File: src/rtl/sram_fifo_pkg.sv
// sram_fifo_pkg: shared sizing helpers for the SRAM-backed FIFO.
//   addr_width(size)  - pointer width for a power-of-two entry count
//   count_width(size) - occupancy counter width, able to hold 0..size
package sram_fifo_pkg;

  function automatic int addr_width(input int size);
    return (size > 1) ? $clog2(size) : 1;
  endfunction

  function automatic int count_width(input int size);
    return $clog2(size + 1);
  endfunction

endpackage

File: src/rtl/sram_fifo_sram_1r1w.sv
// sram_1r1w: block SRAM model with one write port and one read port.
//   clk        - rising-edge clock for both ports
//   write_en   - write write_data to write_addr at this edge
//   write_addr - write address
//   write_data - write data
//   read_en    - capture the addressed word into read_data at this edge
//   read_addr  - read address
//   read_data  - registered read data, valid one cycle after the address
// READ_DURING_WRITE = "NEW_DATA" forwards the word being written when both
// ports hit the same address in one cycle; any other value returns the old
// contents. The array is never reset.
module sram_1r1w
  import sram_fifo_pkg::*;
#(
  parameter int    DATA_WIDTH        = 64,
  parameter int    SIZE              = 64,
  parameter string READ_DURING_WRITE = "NEW_DATA"
) (
  input  logic                        clk,
  input  logic                        write_en,
  input  logic [addr_width(SIZE)-1:0] write_addr,
  input  logic [DATA_WIDTH-1:0]       write_data,
  input  logic                        read_en,
  input  logic [addr_width(SIZE)-1:0] read_addr,
  output logic [DATA_WIDTH-1:0]       read_data
);

  localparam bit NEW_DATA = (READ_DURING_WRITE == "NEW_DATA");

  logic [DATA_WIDTH-1:0] mem [SIZE];
  logic                  collide;

  assign collide = NEW_DATA && write_en && (write_addr == read_addr);

  always_ff @(posedge clk) begin
    if (write_en) begin
      mem[write_addr] <= write_data;
    end
  end

  always_ff @(posedge clk) begin
    if (read_en) begin
      read_data <= collide ? write_data : mem[read_addr];
    end
  end

endmodule

File: src/rtl/sram_fifo.sv
// sram_fifo: show-ahead FIFO around a single 1R1W block SRAM.
//   clk            - sole clock, rising edge
//   reset          - asynchronous active-low reset
//   flush_en       - discard all entries at the next edge (overrides enq/deq)
//   full           - registered, count == SIZE
//   almost_full    - registered, count >= ALMOST_FULL_THRESHOLD
//   enqueue_en     - write enqueue_value at the tail this cycle
//   enqueue_value  - data to write
//   empty          - registered, no valid head entry
//   almost_empty   - registered, count <= ALMOST_EMPTY_THRESHOLD
//   dequeue_en     - pop the head this cycle
//   dequeue_value  - head entry, valid whenever empty == 0
// Optional macro SRAM_FIFO_CHECK_EN compiles in simulation-only checks for
// overflow, underflow and count/pointer consistency.
module sram_fifo
  import sram_fifo_pkg::*;
#(
  parameter int WIDTH                  = 64,
  parameter int SIZE                   = 64,
  parameter int ALMOST_FULL_THRESHOLD  = SIZE,
  parameter int ALMOST_EMPTY_THRESHOLD = 1,
  parameter int ADDR_WIDTH             = addr_width(SIZE)
) (
  input  logic             clk,
  input  logic             reset,
  input  logic             flush_en,
  output logic             full,
  output logic             almost_full,
  input  logic             enqueue_en,
  input  logic [WIDTH-1:0] enqueue_value,
  output logic             empty,
  output logic             almost_empty,
  input  logic             dequeue_en,
  output logic [WIDTH-1:0] dequeue_value
);

  localparam int CNT_W = count_width(SIZE);

  localparam logic [CNT_W-1:0]      CNT_FULL = CNT_W'(SIZE);
  localparam logic [CNT_W-1:0]      AF_THR   = CNT_W'(ALMOST_FULL_THRESHOLD);
  localparam logic [CNT_W-1:0]      AE_THR   = CNT_W'(ALMOST_EMPTY_THRESHOLD);
  localparam logic [CNT_W-1:0]      CNT_ONE  = CNT_W'(1);
  localparam logic [ADDR_WIDTH-1:0] PTR_ONE  = ADDR_WIDTH'(1);

  logic [ADDR_WIDTH-1:0] head_ptr, head_ptr_next;
  logic [ADDR_WIDTH-1:0] tail_ptr, tail_ptr_next;
  logic [ADDR_WIDTH-1:0] read_addr;
  logic [CNT_W-1:0]      count, count_next;
  logic                  do_enq, do_deq;
  logic                  full_q, almost_full_q, empty_q, almost_empty_q;

  // Flush wins over both operations, so the SRAM never sees a flush-cycle write.
  assign do_enq = enqueue_en & ~flush_en;
  assign do_deq = dequeue_en & ~flush_en;

  // Look one entry ahead on a pop so the successor lands on dequeue_value
  // right after the edge; the SRAM's new-data forwarding covers the case
  // where that entry is being written in the same cycle.
  assign read_addr = dequeue_en ? (head_ptr + PTR_ONE) : head_ptr;

  always_comb begin
    head_ptr_next = head_ptr;
    tail_ptr_next = tail_ptr;
    count_next    = count;
    if (flush_en) begin
      head_ptr_next = '0;
      tail_ptr_next = '0;
      count_next    = '0;
    end else begin
      if (do_enq) tail_ptr_next = tail_ptr + PTR_ONE;
      if (do_deq) head_ptr_next = head_ptr + PTR_ONE;
      case ({do_enq, do_deq})
        2'b10:   count_next = count + CNT_ONE;
        2'b01:   count_next = count - CNT_ONE;
        default: count_next = count;
      endcase
    end
  end

  // Flags are derived from count_next so they change on the same edge as count.
  always_ff @(posedge clk or negedge reset) begin
    if (!reset) begin
      head_ptr       <= '0;
      tail_ptr       <= '0;
      count          <= '0;
      full_q         <= 1'b0;
      almost_full_q  <= 1'b0;
      empty_q        <= 1'b1;
      almost_empty_q <= 1'b1;
    end else begin
      head_ptr       <= head_ptr_next;
      tail_ptr       <= tail_ptr_next;
      count          <= count_next;
      full_q         <= (count_next == CNT_FULL);
      almost_full_q  <= (count_next >= AF_THR);
      empty_q        <= (count_next == '0);
      almost_empty_q <= (count_next <= AE_THR);
    end
  end

  assign full         = full_q;
  assign almost_full  = almost_full_q;
  assign empty        = empty_q;
  assign almost_empty = almost_empty_q;

  sram_1r1w #(
    .DATA_WIDTH       (WIDTH),
    .SIZE             (SIZE),
    .READ_DURING_WRITE("NEW_DATA")
  ) u_sram (
    .clk       (clk),
    .write_en  (do_enq),
    .write_addr(tail_ptr),
    .write_data(enqueue_value),
    .read_en   (1'b1),
    .read_addr (read_addr),
    .read_data (dequeue_value)
  );

`ifdef SRAM_FIFO_CHECK_EN
  always @(posedge clk) begin
    if (reset) begin
      if (!flush_en && enqueue_en && full_q && !dequeue_en)
        $error("sram_fifo: enqueue while full");
      if (!flush_en && dequeue_en && empty_q)
        $error("sram_fifo: dequeue while empty");
      // Equal pointers mean either empty or full; full settles which.
      if (full_q ? ((count != CNT_FULL) || (tail_ptr != head_ptr))
                 : (count != CNT_W'(ADDR_WIDTH'(tail_ptr - head_ptr))))
        $error("sram_fifo: count %0d inconsistent with pointers", count);
    end
  end
`else
  // Checks compiled out; behaviour is identical.
`endif

endmodule
File: config.mk
export PLATFORM = sky130hd
export DESIGN_NAME = sram_fifo
export DESIGN_NICKNAME = d
export VERILOG_FILES = /design/src/rtl/sram_fifo_pkg.sv /design/src/rtl/sram_fifo_sram_1r1w.sv /design/src/rtl/sram_fifo.sv
export SDC_FILE = /design/constraint.sdc
export NUM_CORES = 2
export LEC_CHECK = 0
export CAP_MARGIN = 5
export CELL_PAD_IN_SITES_DETAIL_PLACEMENT = 0
export CELL_PAD_IN_SITES_GLOBAL_PLACEMENT = 1
export CORE_MARGIN = 2
export CORE_UTILIZATION = 60
export CTS_BUF_LIST = sky130_fd_sc_hd__clkbuf_4 sky130_fd_sc_hd__clkbuf_8
export DETAILED_ROUTE_END_ITERATION = 8
export GPL_ROUTABILITY_DRIVEN = 0
export PLACE_DENSITY = 0.91
export RECOVER_POWER = 50
export SLEW_MARGIN = 0
export SYNTH_ARGS = -nofsm -noshare
export SYNTH_HDL_FRONTEND = slang
export SYNTH_SLANG_ARGS = --single-unit
File: constraint.sdc
create_clock -name clk -period 7.1 [get_ports clk]
set_clock_uncertainty 0.2 [all_clocks]
set_input_delay 1.775 -clock clk [delete_from_list [all_inputs] [get_ports clk]]
set_output_delay 1.775 -clock clk [all_outputs]
set_load 0.01 [all_outputs]
Yosys cells after proc, flatten, opt, wreduce, memory -nomap -nowiden
Memory sizes are Yosys's and may differ from the RTL's. A register that Yosys moved wholly into a read port is not among the register bits.
Cells that the tools add are included.
Widths: inputs -> output; s select.
{"block": "totals", "regBits": 23, "latchBits": 0, "ram_bits": 4096, "mem_bits_ro": 0, "in_bits": 69, "out_inout_bits": 68, "mem_count": 1}
{"block": "op_classes", "n_addsub": 4, "mul": 0, "div_mod_pow": 0, "magnitude_cmp": 2, "eq_ne": 3, "shifts": 0, "muxes": 9, "bitwise": 3, "reduce_logical": 3}
{"name": "u_sram.mem", "words": 64, "width": 64, "read_ports": 1, "rd_ports_with_merged_regs": 1, "wr": 1, "line": "sram_fifo_sram_1r1w.sv:30", "text": "logic [DATA_WIDTH-1:0] mem [SIZE];"}
{"op": "$mux 6", "n": 5}
{"op": "$pmux 7 s2", "n": 1}
{"op": "$add 6x1->6 const B", "n": 2}
{"op": "$add 7x1->7 const B", "n": 1}
{"op": "$eq 7x7->1 const B", "n": 1}
{"op": "$ge 7x7->1 const B", "n": 1}
{"op": "$le 7x1->1 const B", "n": 1}
{"op": "$logic_not 7->1", "n": 1}
{"op": "$mux 7", "n": 1}
{"op": "$sub 7x1->7 const B", "n": 1}
{"op": "$reduce_bool 2->1", "n": 2}
{"op": "$and 1x1->1", "n": 2}
{"op": "$eq 2x1->1 const B", "n": 1}
{"op": "$eq 2x2->1 const B", "n": 1}
{"op": "$mux 1", "n": 2}
{"op": "$not 1->1", "n": 1}

Depth between registers and ports, before layout
{"block": "logic_depth", "depth_word": 6, "ltp_mapped": 14}

By module
From an unflattened synthesis, not the netlist that was laid out.
{"block": "unflattened", "hier_cells": 8032, "hier_area_um2": 161170.8}
{"module": "sram_1r1w", "n_inst": 1, "cells_per_inst": 7882, "area_each_um2": 159645.6}
{"module": "sram_fifo", "n_inst": 1, "cells_per_inst": 150, "area_each_um2": 1525.2}

Least setup slack after synthesis
No wires, ideal clock.
{"block": "synth_timing", "path_kind": "input-to-reg", "from": "in flush_en", "to": "mem u_sram.mem[63][0], enable pin", "setup_ns": 0.487, "t_arrival_ns": 5.100, "required_ns": 6.413, "setup_slack_ns": 1.314, "path_stages": 4, "n_path_buf": 0, "path_cell_list": "nand2b_1 -> nor2_1 -> nand3_1 -> nor2_1"}
{"block": "synth_between", "elab_chain_cells": 4}
{"item": "start, declared", "line": "sram_fifo.sv:26", "text": "input logic flush_en,"}
{"item": "$not 1->1", "line": "sram_fifo.sv:53", "text": "assign do_enq = enqueue_en & ~flush_en;"}
{"item": "$and 1x1->1", "line": "sram_fifo.sv:53"}
{"item": "$mux 1", "line": "sram_fifo_sram_1r1w.sv:36", "text": "if (write_en) begin"}
{"item": "$mux 1 (implied by the code)", "line": "sram_fifo_sram_1r1w.sv:37", "text": "mem[write_addr] <= write_data;"}
{"item": "end, declared", "line": "sram_fifo_sram_1r1w.sv:30"}
Every way passes these cells.

==> results.sh <==
export IMPL_pwr_share_clk=0.374
export IMPL_power_frac_comb=0.080
export IMPL_hold_start="head_ptr[5]$_DFFE_PN0P_"
export IMPL_drtIter0Drc=12899
export IMPL_synth_edf_count=4096
export IMPL_critPathArrivalTime_ns=5.02
export IMPL_cts_htree_levels=6
export IMPL_clock_sinks=4125
export IMPL_syn_area_um2=156000
export IMPL_hold_violations=0
export IMPL_slowest_stage="nor2b_4"
export IMPL_busiest_layer="met2"
export IMPL_synth_simple_gate_area_frac=0.00883
export IMPL_track_usage=0.312
export IMPL_end_kind="output pin"
export IMPL_numPortBuffers=136
export IMPL_dr_total_vias=78863
export IMPL_rrSetupSlack_ns=3.00
export IMPL_grt_pass1_vias=80051
export IMPL_hold_slack_ns=0.302
export IMPL_period_minus_slack_ns=7.00
export IMPL_drc=0
export IMPL_synth_top_family_by_area="multiplexers"
export IMPL_grt_use_met3=0.0816
export IMPL_whs_path_depth=1
export IMPL_intPower_uw=38300
export IMPL_viasPerCell=7.17
export IMPL_die_x_um=514
export IMPL_ys_ff_latch=4125
export IMPL_grt_pass1_wl_um=580000
export IMPL_synth_common_cells="4,096 x edfxtp_1, 1,132 x mux4_2, 174 x clkbuf_1"
export IMPL_dieArea_um2=265000
export IMPL_status="finished with violations"
export IMPL_pre_cts_ws_ns=1.39
export IMPL_fin_ws_ns=0.104
export IMPL_crit_type="reg2out"
export IMPL_cts_tree="done"
export IMPL_use_met2=0.495
export IMPL_io_pins=137
export IMPL_synth_compound_area_frac=0.0190
export IMPL_yosysMostFrequentCell="edfxtp_1"
export IMPL_cap_violations=66
export IMPL_fmax_mhz=143
export IMPL_antenna_found_initial=13
export IMPL_rr_worst_depth=6
export IMPL_slew_violations=4196
export IMPL_r2r_start="tail_ptr[2]$_DFFE_PN0P_"
export IMPL_violations="capacitance limit, slew limit"
export IMPL_max_slew_margin=-0.966
export IMPL_synth_main_ff_cell="edfxtp_1"
export IMPL_syn_avg_cell_area_um2=24.1
export IMPL_synth_largest_area_cell="edfxtp_1"
export IMPL_synth_mux_area_frac=0.169
export IMPL_hold_path_class="reg2reg"
export IMPL_power_density_nw_per_um2=282
export IMPL_cts_path_max_buffers=4
export IMPL_clock_latency_ns=1.05
export IMPL_crit_family="buffers and inverters"
export IMPL_cpPeakStageDelay_ns=0.78
export IMPL_grt_max_degree=113
export IMPL_tns_ns=0
export IMPL_cts_buffers=613
export IMPL_nets=7195
export IMPL_synthAdderAreaFrac=0.000400
export IMPL_core_um2=259000
export IMPL_p_switching_uw=11000
export IMPL_grtUsageMet1=0.411
export IMPL_cts_root_buf="clkbuf_8"
export IMPL_p_leak_uw=0.0536
export IMPL_swShare=0.223
export IMPL_postCtsSetupBuffers=0
export IMPL_grt_overflow=0
export IMPL_synth_fp_nets=6551
export IMPL_r2r_end="u_sram.mem[63][29]$_DFFE_PP_"
export IMPL_ys_warn_count=0
export IMPL_synthCells=6477
export IMPL_synth_top_area_frac=0.787
export IMPL_seqPwrFrac=0.546
export IMPL_synthDistinctLibCells=49
export IMPL_ir_worst_vdd_mv=0.239
export IMPL_num_rows=187
export IMPL_path_max_fanout=31
export IMPL_fillCellCount=14346
export IMPL_cts_hold_buffers=0
export IMPL_final_antenna_net_count=0
export IMPL_path_buf_inv=2
export IMPL_dp_hpwl_um=216000
export IMPL_fin_crit_sh=0.985
export IMPL_tightest_slew_ns=2.95
export IMPL_rsz0062_at_grt="no"
export IMPL_fp_dieH_um=514
export IMPL_ys_async_sr_fraction=0.00558
export IMPL_syn2layout_area_growth_pct=11.8
export IMPL_worstPathCellList="nor2b_4 > buf_4 > a21oi_1 > o22ai_1 > nor2_1 > clkdlybuf4s50_1"
export IMPL_start_util=0.603
export IMPL_drt_pass1_iter_count=6
export IMPL_wl_per_cell_um=37.4
export IMPL_synth_xor_area_frac=0.000840
export IMPL_crit_path_start_kind="flop"
export IMPL_critical_path_required_ns=5.12
export IMPL_setup_violations_final=0
export IMPL_ys_seq_area_frac=0.791
export IMPL_wl_um=411000
export IMPL_layout_drive_gt1_share=0.314
export IMPL_cts_resized=0
export IMPL_path_clk_slew_ns=0.06
export IMPL_synth_area_leaders="edfxtp_1 79%, mux4_2 16%, a22oi_1 0.61%, mux2i_1 0.51%, o22ai_1 0.44%"
-- cell type report --
| class | count | area [um^2] | share of cell area |
|---|---|---|---|
| timing repair buffer | 389 | 3850 | 0.0220 |
| multi-input combinational | 1986 | 31500 | 0.180 |
| clock inverter | 239 | 1330 | 0.00758 |
| clock buffer | 835 | 10200 | 0.0583 |
| tap | 3402 | 4260 | 0.0243 |
| inverter | 6 | 22.5 | 0.000129 |
| sequential | 4125 | 124000 | 0.707 |
| antenna | 11 | 27.5 | 0.000157 |
-- kinds of logic after synthesis --
group,Yosys count
flops,4125
mux,1222
compound gates,434
buf+inv,366
simple gates,310
xor+xnor,15
fa+ha+maj,5
-- flip-flops by register name (all words and copies together) (netlist names), named ones only --
| name | flops |
|---|---|
| count | 7 |
| almost_full | 1 |
| empty | 1 |
| u_sram.mem | 4096 |
| tail_ptr | 6 |
| full | 1 |
| head_ptr | 6 |
| almost_empty | 1 |
-- metrics by stage --
stage	instance area (um^2)	utilization	std cells	power, uW
3_5_place_dp	163000	0.630	9908	31300
5_1_grt	175000	0.674	10988	50600
6_report	175000	0.674	10993	49300
3_3_place_gp	163000	0.630	9908	31200
4_1_cts	175000	0.674	10982	49500
2_1_floorplan	156000	-	6477	30000
-- power groups by stage --
stage	Clock [uW]	Combinational (uW)	Sequential [uW]
finish	18500	3940	26900
global route	19500	4170	26900
CTS	18600	3980	26900
detailed placement	0	3930	27400
global placement	0	3800	27400
floorplan	0	2660	27400
-- cells in the final DEF, fill, tap and decap left out, types with 21 or more instances in the layout --
cell type	instances
clkinv_1	153
buf_4	160
clkbuf_4	207
nor2_4	62
buf_12	78
a22oi_1	128
clkinv_2	43
mux2i_1	79
o221ai_1	54
clkbuf_8	628
nor2_1	79
clkdlybuf4s50_1	69
nand2_1	82
a211oi_1	31
mux4_2	1132
edfxtp_1	4096
o22ai_1	109
a21oi_1	80
dfrtp_1	21
nor2b_1	33
clkbuf_1	67
-- metal layers --
| layer | vias to the layer above | wire length (um) |
|---|---|---|
| met5 | - | 47 |
| met4 | 8 | 21900 |
| met3 | 1218 | 54900 |
| met2 | 7207 | 199000 |
| met1 | 40970 | 135000 |
| li1 | 29460 | - |
-- worst max-delay path by stage --
stage | startpoint | cells past startpoint | slack, ns | end
finish | flop | 6 | 0.10 | dequeue_value[60]
global route | flop | 9 | 0.03 | dequeue_value[16]
CTS | flop | 8 | 0.20 | dequeue_value[57]
detailed placement | flop | 9 | 1.39 | dequeue_value[16]
global placement | flop | 9 | 1.40 | dequeue_value[16]
floorplan | flush_en | 4 | 1.31 | u_sram.mem[63][0]$_DFFE_PP_
No activity file was read; power rests on OpenSTA's default activity.
